--- src/rtl/ssd_state_ctrl.sv ---
// Display state controller: debounced next/prev/auto buttons step a user state,
// optional timed auto-advance, and a synchronized alarm that overrides the code.
module ssd_state_ctrl #(
    parameter int unsigned DEBOUNCE    = 20000,
    parameter int unsigned AUTO_PERIOD = 3000000,
    parameter int unsigned NUM_STATES  = 9,
    parameter int unsigned ALARM_STATE = 9
) (
    input  logic       clkus,
    input  logic       rst_n,
    input  logic       btn_next,
    input  logic       btn_prev,
    input  logic       btn_auto,
    input  logic       alarm,
    output logic [3:0] state,
    output logic       auto_on,
    output logic       state_chg
);
    localparam int unsigned CntW = (DEBOUNCE > 1) ? $clog2(DEBOUNCE) : 1;
    localparam int unsigned TmrW = (AUTO_PERIOD > 1) ? $clog2(AUTO_PERIOD) : 1;
    localparam logic [CntW-1:0] DebLast   = CntW'(DEBOUNCE - 1);
    localparam logic [TmrW-1:0] TmrLast   = TmrW'(AUTO_PERIOD - 1);
    localparam logic [3:0]      LastState = 4'(NUM_STATES - 1);
    localparam logic [3:0]      AlarmCode = 4'(ALARM_STATE);

    // Bit order in sync/debounce vectors: 0 next, 1 prev, 2 auto, 3 alarm.
    logic [3:0]      r_s1;
    logic [3:0]      r_s2;
    logic [CntW-1:0] r_deb_cnt [3];
    logic [2:0]      r_stable;
    logic [2:0]      r_press;
    logic            r_alarm_q;
    logic [3:0]      r_cur;
    logic [TmrW-1:0] r_timer;
    logic            r_auto;
    logic [3:0]      r_state;
    logic            r_chg;

    logic            w_alarm_s;
    logic            w_manual;
    logic            w_expire;
    logic [3:0]      w_cur_inc;
    logic [3:0]      w_cur_dec;
    logic [3:0]      w_cur_d;
    logic            w_auto_d;
    logic [TmrW-1:0] w_timer_d;
    logic [3:0]      w_state_d;

    always_ff @(posedge clkus) begin
        if (!rst_n) begin
            r_s1     <= '0;
            r_s2     <= '0;
            r_stable <= '0;
            r_press  <= '0;
            for (int i = 0; i < 3; i++) begin
                r_deb_cnt[i] <= '0;
            end
        end else begin
            r_s1 <= {alarm, btn_auto, btn_prev, btn_next};
            r_s2 <= r_s1;
            for (int i = 0; i < 3; i++) begin
                r_press[i] <= 1'b0;
                if (r_s2[i] == r_stable[i]) begin
                    r_deb_cnt[i] <= '0;
                end else if (r_deb_cnt[i] == DebLast) begin
                    r_deb_cnt[i] <= '0;
                    r_stable[i]  <= r_s2[i];
                    r_press[i]   <= r_s2[i];
                end else begin
                    r_deb_cnt[i] <= r_deb_cnt[i] + CntW'(1);
                end
            end
        end
    end

    assign w_alarm_s = r_s2[3];
    assign w_manual  = r_press[0] | r_press[1];
    // No expiry in the first cycle after alarm exit: the period restarts from zero there.
    assign w_expire  = r_auto && !r_alarm_q && (r_timer == TmrLast);
    assign w_cur_inc = (r_cur == LastState) ? 4'd0 : r_cur + 4'd1;
    assign w_cur_dec = (r_cur == 4'd0) ? LastState : r_cur - 4'd1;

    always_comb begin
        w_cur_d   = r_cur;
        w_auto_d  = r_auto;
        w_timer_d = '0;
        w_state_d = AlarmCode;
        if (!w_alarm_s) begin
            if (r_auto && !w_manual && !r_alarm_q && !w_expire) begin
                w_timer_d = r_timer + TmrW'(1);
            end
            if (r_press[0] && !r_press[1]) begin
                w_cur_d = w_cur_inc;
            end else if (r_press[1] && !r_press[0]) begin
                w_cur_d = w_cur_dec;
            end else if (!w_manual && w_expire) begin
                w_cur_d = w_cur_inc;
            end
            if (r_press[2]) begin
                w_auto_d  = ~r_auto;
                w_timer_d = '0;
            end
            w_state_d = w_cur_d;
        end
    end

    always_ff @(posedge clkus) begin
        if (!rst_n) begin
            r_alarm_q <= 1'b0;
            r_cur     <= '0;
            r_timer   <= '0;
            r_auto    <= 1'b0;
            r_state   <= '0;
            r_chg     <= 1'b0;
        end else begin
            r_alarm_q <= w_alarm_s;
            r_cur     <= w_cur_d;
            r_timer   <= w_timer_d;
            r_auto    <= w_auto_d;
            r_state   <= w_state_d;
            r_chg     <= (w_state_d != r_state);
        end
    end

    assign state     = r_state;
    assign auto_on   = r_auto;
    assign state_chg = r_chg;
endmodule
--- config.mk ---
export PLATFORM = sky130hd
export DESIGN_NAME = ssd_state_ctrl
export DESIGN_NICKNAME = d
export VERILOG_FILES = /design/src/rtl/ssd_state_ctrl.sv
export SDC_FILE = /design/constraint.sdc
export NUM_CORES = 1
export LEC_CHECK = 0
export CORE_AREA = 2 2 75 106
export CTS_CLUSTER_DIAMETER = 150
export CTS_CLUSTER_SIZE = 16
export DETAILED_ROUTE_END_ITERATION = 8
export DIE_AREA = 0 0 77 108
export PLACE_DENSITY = 0.79
export SLEW_MARGIN = 30
export SYNTH_ARGS = -nofsm -noshare
export SYNTH_HDL_FRONTEND = slang
export SYNTH_SLANG_ARGS = --single-unit
--- constraint.sdc ---
create_clock -name clkus -period 3.3 [get_ports clkus]
set_input_delay 0.66 -clock clkus [delete_from_list [all_inputs] [get_ports clkus]]
set_output_delay 0.66 -clock clkus [all_outputs]
set_load 0.05 [all_outputs]
==> results of run 1 <==
## worst min-delay path by stage
stage	startpoint	depth (start not counted)	slack, ns	end
floorplan	r_s1[0]$_SDFF_PN0_	1	0.41	r_s2[0]$_SDFF_PN0_
global placement	r_s1[1]$_SDFF_PN0_	1	0.41	r_s2[1]$_SDFF_PN0_
detailed placement	r_s1[1]$_SDFF_PN0_	1	0.42	r_s2[1]$_SDFF_PN0_
CTS	r_s1[3]$_SDFF_PN0_	1	0.45	r_s2[3]$_SDFF_PN0_
global route	r_s1[2]$_SDFF_PN0_	1	0.46	r_s2[2]$_SDFF_PN0_
finish	r_s1[2]$_SDFF_PN0_	1	0.44	r_s2[2]$_SDFF_PN0_
## cell usage after synthesis, drive strengths merged (2+ instances only)
cell type and n:
and4b 2, mux2i 3, xor2 40, nor4b 2, a21o 4, a21boi 2, nand2b 3, inv 14
o21ai 7, nand3 31, nor2 91, or2 2, nor3 5, nor4 5, xnor2 27, a21oi 8
and4 4, ha 7, dfxtp 47, nor2b 9, and3 13, nand3b 2, edfxtp 45, and2 16
nand2 26, clkbuf 9, nand4 12
## layout by cell type, fill, tap and decap left out, drive strengths merged, types with 8 or more instances in the layout
| cell type | instances |
|---|---|
| nand4 | 12 |
| clkbuf | 11 |
| nand2 | 26 |
| dfxtp | 47 |
| nor2b | 9 |
| xnor2 | 27 |
| xor2 | 40 |
| and2 | 16 |
| edfxtp | 45 |
| nand3 | 31 |
| a21oi | 8 |
| clkdlybuf4s50 | 11 |
| and3 | 13 |
| conb | 45 |
| inv | 17 |
| nor2 | 91 |
## metrics by stage
stage / power, mW / cells / hold slack, ns / utilization
final: 2.15 / 608 / 0.444 / 0.683
after global routing: 2.24 / 608 / 0.460 / 0.683
after CTS: 2.17 / 608 / 0.446 / 0.683
after detailed placement: 1.38 / 592 / 0.425 / 0.653
after global placement: 1.37 / 592 / 0.415 / 0.653
after floorplan: 1.35 / 491 / 0.412 / -
## layout make-up
type,count,area (um^2),share of cell area
Clock buffer,11,163,0.0326
Multi-Input combinational cell,376,2190,0.438
Tap cell,97,121,0.0243
Clock inverter,5,53.8,0.0108
Sequential cell,92,2290,0.459
Timing Repair Buffer,13,125,0.0251
Inverter,14,52.6,0.0105
## critical path: stages (launching register included)
cell and delay, ns:
dfxtp_1 0.34, or4b_4 0.55, nor4_4 0.38, a21oi_1 0.17
mux2_1 0.33, o211a_1 0.24, xnor2_1 0.13, o41a_1 0.39
## sequential cells by signal (all words and copies together), names as in the netlist
register / count
r_alarm_q: 1
r_stable: 3
state: 4
auto_on: 1
state_chg: 1
r_cur: 4
r_s2: 4
r_press: 3
r_deb_cnt: 45
r_timer: 22
r_s1: 4
## power by group
group / switching, mW / internal (mW) / total [mW]
clock network: 0.377 / 0.417 / 0.793
logic: 0.0533 / 0.0417 / 0.0951
registers: 0.0298 / 1.23 / 1.26
total: 0.460 / 1.69 / 2.15
## routing by layer
layer	up-vias	GRT usage
met1	1475	0.207
li1	1598	-
met2	49	0.352
met4	0	0.0816
met3	11	0.0509
met5	-	0
## cells by family (layout without fill, tap and decap cells)
family | count (synthesis) | after routing | share of synthesized area
flip-flops | 92 | 92 | 0.521
AND/OR/NAND/NOR | 226 | 226 | 0.256
adder cells (fa/ha/maj) | 7 | 7 | 0.0199
buffers and inverters | 23 | 43 | 0.0196
multiplexers | 4 | 4 | 0.00939
XOR/XNOR | 67 | 67 | 0.133
other | 1 | 45 | 0.000852
AO/OA/AOI/OAI | 27 | 27 | 0.0395
==> metrics.md, run 1 <==
| Metric | Value |
|---|---|
| Run status | `finished clean` |
| Relative slew slack | `0.612` |
| Top-area cell type share of the netlist area | `0.307` |
| Mapped cell area | `approximately 0.0044 mm^2` |
| Peak supply drop | `between 0.2 and 0.3 mV` |
| Hpwl dp | `between 5000 and 6000 um` |
| Post-Route Setup TNS | `0 ns` |
| Post-synth EDFFs | `45` |
| Sequential fraction of the synthesis area | `0.521` |
| TritonRoute pass-1 iters | `4` |
| Crit path kind | `reg2reg` |
| P&R area growth vs syn | `13.5%` |
| FILL cells | `around 620` |
| Die area | `0.00832 mm^2` |
| Starting DRT DRC Count | `around 120` |
| Layout cells sized above 1 | `0.0450` |
| Async SR Flop Fraction | `0` |
| Hold Fails Final Rpt | `0` |
| Total track usage | `0.191` |
| Max cap viols | `0` |
| Core box area | `roughly 0.0073 mm^2` |
| Warnings from Yosys | `0` |
| Largest net degree at the start of global routing | `23` |
| Reg2Reg Depth | `7` |
| Vias per cell | `between 5 and 6` |
| # port buffers | `11` |
| Clock latency on the worst-skew pair | `about 0.35 ns` |
| Die Wd | `77 um` |
| Area leader, netlist | `edfxtp_1` |
| Placed Instance Area | `roughly 0.0048 mm^2` |
| Initial antenna violation count | `0` |
| Setup crit start | `r_timer[17]$_SDFF_PP0_` |
| Power per cell area | `around 430 mW/mm^2` |
| Met1 Wirelength | `3120 um` |
| CTS Hold Bufs | `0` |
| Cells after synthesis | `447` |
| Final setup violation count | `0` |
| R2r endpoint | `state_chg$_SDFF_PN0_` |
| Flop-to-flop setup slack | `0.69 ns` |
| First-pass GRT wire length | `approximately 13000 um` |
| Worst-path clk slew | `0.09 ns` |
| DR WL met2 | `3860 um` |
| GPL Wtd Cong | `0.855` |
| Distinct cell type count after synthesis | `42` |
| Routed Antenna Nets | `0` |
| Slew Viols, Final | `0` |
| CTS tree | `yes` |
| Place WS | `0.679 ns` |
| CTS buffer count | `9` |
| Crit path capture | `state_chg$_SDFF_PN0_` |
| Class of the tightest hold or removal check | `reg2reg` |
| Post-route design area | `0.00499 mm^2` |
| Crit start category | `flop` |
| FMAX | `around 380 MHz` |
| Primary FF master, synth | `dfxtp_1` |
| Post CTS Setup Buffer Count | `0` |
| Met3 wire length | `about 200 um` |
| Pleak | `about 1.9 nW` |
| Initial Util | `0.601` |
| RSZ-0062 raised after global routing | `false` |
| DIE HEIGHT | `approximately 110 um` |
| Root Driver | `clkbuf_8` |
| DRC errors left | `0` |
| CP arrival | `about 2.9 ns` |
| Grt ovf | `0` |
| Max layer used | `met4` |
| Clock sink count | `92` |
| Final worst setup slack | `slightly below 0.7 ns` |
| Antenna Cells | `0` |
| Synth area leaders | `edfxtp_1, dfxtp_1, xor2_1` |
| # rows | `37` |
| Worst Skew | `0.00965 ns` |
| Synthesis-stage register bit count | `92` |
| Crit. End Element | `flop` |
| Tcrit/Tclk final | `0.791` |
| CTS H-tree depth | `3` |
| CTS Buffer Depth | `2` |
| Reg2reg start | `r_timer[17]$_SDFF_PP0_` |
| Fin crit period | `about 2.6 ns` |
| Syn avg cell area | `a little under 10 um^2` |
| Cts repair resizes | `0` |
| Drt total wl | `7290 um` |
| Worst slew pin tran | `0.580 ns` |
| # nets final | `a little over 500` |
| DR vias | `~3.1k` |
| Max FO, Critical Path | `5` |
| Required time worst endpoint | `3.55 ns` |
| Io pins | `12` |
| Vias in the first global route | `about 3k` |
| Average wire per standard cell | `between 10 and 15 um` |
(Power assumes the default switching activity.)
==> inputs of run 2 (changes only) <==
--- a/config.mk
+++ b/config.mk
@@ -5,12 +5,12 @@
 export SDC_FILE = /design/constraint.sdc
 export NUM_CORES = 1
 export LEC_CHECK = 0
-export CORE_AREA = 2 2 75 106
+export CORE_AREA = 2 2 79 111
 export CTS_CLUSTER_DIAMETER = 150
 export CTS_CLUSTER_SIZE = 16
 export DETAILED_ROUTE_END_ITERATION = 8
-export DIE_AREA = 0 0 77 108
-export PLACE_DENSITY = 0.79
+export DIE_AREA = 0 0 81 113
+export PLACE_DENSITY = 0.76
 export SLEW_MARGIN = 30
 export SYNTH_ARGS = -nofsm -noshare
 export SYNTH_HDL_FRONTEND = slang
==> constraint.sdc (replaced) <==
create_clock -name clkus -period 2.1 [get_ports clkus]
set_input_delay 0.42 -clock clkus [delete_from_list [all_inputs] [get_ports clkus]]
set_output_delay 0.42 -clock clkus [all_outputs]
set_load 0.05 [all_outputs]
==> run 2 against run 1 <==
Compared with the run above:
- the run now ends with setup timing left
- sequential share of layout area is 4.4 points lower
- hold slack lost 0.013 ns
- first-iteration DRC count is 26% higher
- global-route usage increased by 0.25 points
==> metrics.md, run 2 (synthesized netlist as in run 1, its figures left out) <==
| Metric | Value |
|---|---|
| Relative slew slack | `0.646` |
| Biggest register | `r_deb_cnt` |
| Run status | `complete, but fails checks` |
| Total power | `approximately 4.0 mW` |
| Area of the multi-input gates | `~0.0023 mm^2` |
| Place WS | `-0.292 ns` |
| Number of flip-flops in the largest register | `between 40 and 50` |
| Crit path kind | `reg2reg` |
| Vias per cell | `around 5.0` |
| Max cap viols | `0` |
| Initial Util | `0.543` |
| Flop-to-flop setup slack | `-0.40 ns` |
| P&R area growth vs syn | `25.9%` |
| DR vias | `between 3k and 4k` |
| CP peak stage delay | `about 0.54 ns` |
| Max FO, Critical Path | `4` |
| # port buffers | `11` |
| First-pass GRT wire length | `roughly 14000 um` |
| Clock sink count | `92` |
| CTS tree | `yes` |
| CP cell instances | `or4b_4 -> nor4_4 -> a21oi_2 -> mux2_4 -> o211a_4 -> xnor2_1 -> o41a_1` |
| Reg2Reg Depth | `7` |
| CTS Hold Bufs | `0` |
| Root Driver | `clkbuf_16` |
| Slew Viols, Final | `0` |
| Reg2reg start | `r_timer[17]$_SDFF_PP0_` |
| DRC errors left | `0` |
| Worst-path clk slew | `roughly 0.060 ns` |
| Clock latency on the worst-skew pair | `0.34 ns` |
| Tcrit/Tclk final | `1.19` |
| CTS buffer count | `9` |
| Fin crit period | `~2.5 ns` |
| Fin util | `0.684` |
| Worst Skew | `0.00545 ns` |
| Largest net degree at the start of global routing | `23` |
| Peak supply drop | `between 0.5 and 0.6 mV` |
| CTS Buffer Depth | `2` |
| Final worst setup slack | `-0.401 ns` |
| Required time worst endpoint | `about 2.3 ns` |
| Failing checks | `setup timing` |
| WHS | `about 0.43 ns` |
| Starting DRT DRC Count | `between 150 and 200` |
| FILL cells | `roughly 650` |
| Pleak | `2.17 nW` |
| Class of the tightest hold or removal check | `reg2reg` |
| Top delay family on crit path | `simple AND/OR/NAND/NOR gates` |
| Die Wd | `between 80 and 90 um` |
| Power per cell area | `around 730 mW/mm^2` |
| Critical Path Stages | `7` |
| Io pins | `12` |
| Total track usage | `0.194` |
| FMAX | `between 300 and 400 MHz` |
| Grt ovf | `0` |
| CP arrival | `roughly 2.7 ns` |
| Crit path capture | `state_chg$_SDFF_PN0_` |
| Critical path buffers and inverters | `0` |
| Average wire per standard cell | `about 13 um` |
| Crit path max-delay cell type | `or4b_4` |
| FF+latch area | `0.00230 mm^2` |
| Crit start category | `flop` |
| R2r endpoint | `state_chg$_SDFF_PN0_` |
| Commonest non-fill, non-tap cell in the layout | `nor2_1` |
| Hpwl dp | `between 5000 and 6000 um` |
| Worst slew pin tran | `between 0.5 and 0.6 ns` |
| DIE HEIGHT | `between 100 and 150 um` |
| Initial antenna violation count | `0` |
| Hold Fails Final Rpt | `0` |
| Most frequent cells in the layout | `nor2_1, edfxtp_1, conb_1` |
| # rows | `39` |
| TritonRoute pass-1 iters | `4` |
| Layout cells sized above 1 | `0.142` |
| RSZ-0062 raised after global routing | `true` |
| Die area | `0.00915 mm^2` |
| # nets final | `approximately 560` |
| Largest regs | `r_deb_cnt: 45 flops, r_timer: 22 flops` |
| Crit. End Element | `flop` |
| Final setup violation count | `5` |
| CTS H-tree depth | `3` |
| Drt total wl | `~8000 um` |
| Vias in the first global route | `between 3k and 4k` |
| Routed Antenna Nets | `0` |
| Antenna Cells | `0` |
| GPL Wtd Cong | `between 0.8 and 0.9` |
| Core box area | `roughly 0.008 mm^2` |
| Setup crit start | `r_timer[17]$_SDFF_PP0_` |
run 2: area by class of cell:
type	count	share of cell area
Sequential cell	92	0.415
Multi-Input combinational cell	376	0.408
Timing Repair Buffer	50	0.0786
Clock buffer	13	0.0588
Tap cell	102	0.0231
Inverter	14	0.00949
Clock inverter	3	0.00768
run 2: worst min path at each step:
stage	cells past startpoint	end	slack, ns	start
floorplan	1	r_s2[0]$_SDFF_PN0_	0.41	r_s1[0]$_SDFF_PN0_
global placement	1	r_s2[1]$_SDFF_PN0_	0.41	r_s1[1]$_SDFF_PN0_
detailed placement	1	r_s2[1]$_SDFF_PN0_	0.42	r_s1[1]$_SDFF_PN0_
CTS	1	r_s2[1]$_SDFF_PN0_	0.43	r_s1[1]$_SDFF_PN0_
global route	1	r_s2[1]$_SDFF_PN0_	0.44	r_s1[1]$_SDFF_PN0_
finish	1	r_s2[1]$_SDFF_PN0_	0.43	r_s1[1]$_SDFF_PN0_
run 2: what timing repair did:
item,CTS,global route
hold endpoints to repair,0,0
gates resized for setup,3,17
endpoints found under the setup margin,5,21
pin swaps,2,11
buffers inserted,1,1
cloned,0,0
run 2: power by group:
group / leakage (nW) / internal (mW) / switching, mW / total, mW
logic: 1.15 / 0.0813 / 0.0925 / 0.174
registers: 0.847 / 1.93 / 0.0468 / 1.98
clock network: 0.178 / 1.21 / 0.656 / 1.87
total: 2.17 / 3.22 / 0.795 / 4.02
run 2: per-layer routing:
layer	track usage	up-vias	part of all wire
met1	0.238	1546	0.44
met4	0.0712	0	0.020
met2	0.328	38	0.51
li1	-	1679	-
met5	0	-	0
met3	0.0455	14	0.030
run 2: per-stage QoR:
stage / setup TNS, ns / cells / area (um^2)
4_1_cts: -0.545 / 649 / 5470
3_5_place_dp: -0.588 / 632 / 5080
5_1_grt: -2.39 / 650 / 5540
6_report: -0.936 / 650 / 5540
2_1_floorplan: -0.176 / 491 / 4580
3_3_place_gp: -0.421 / 632 / 5080
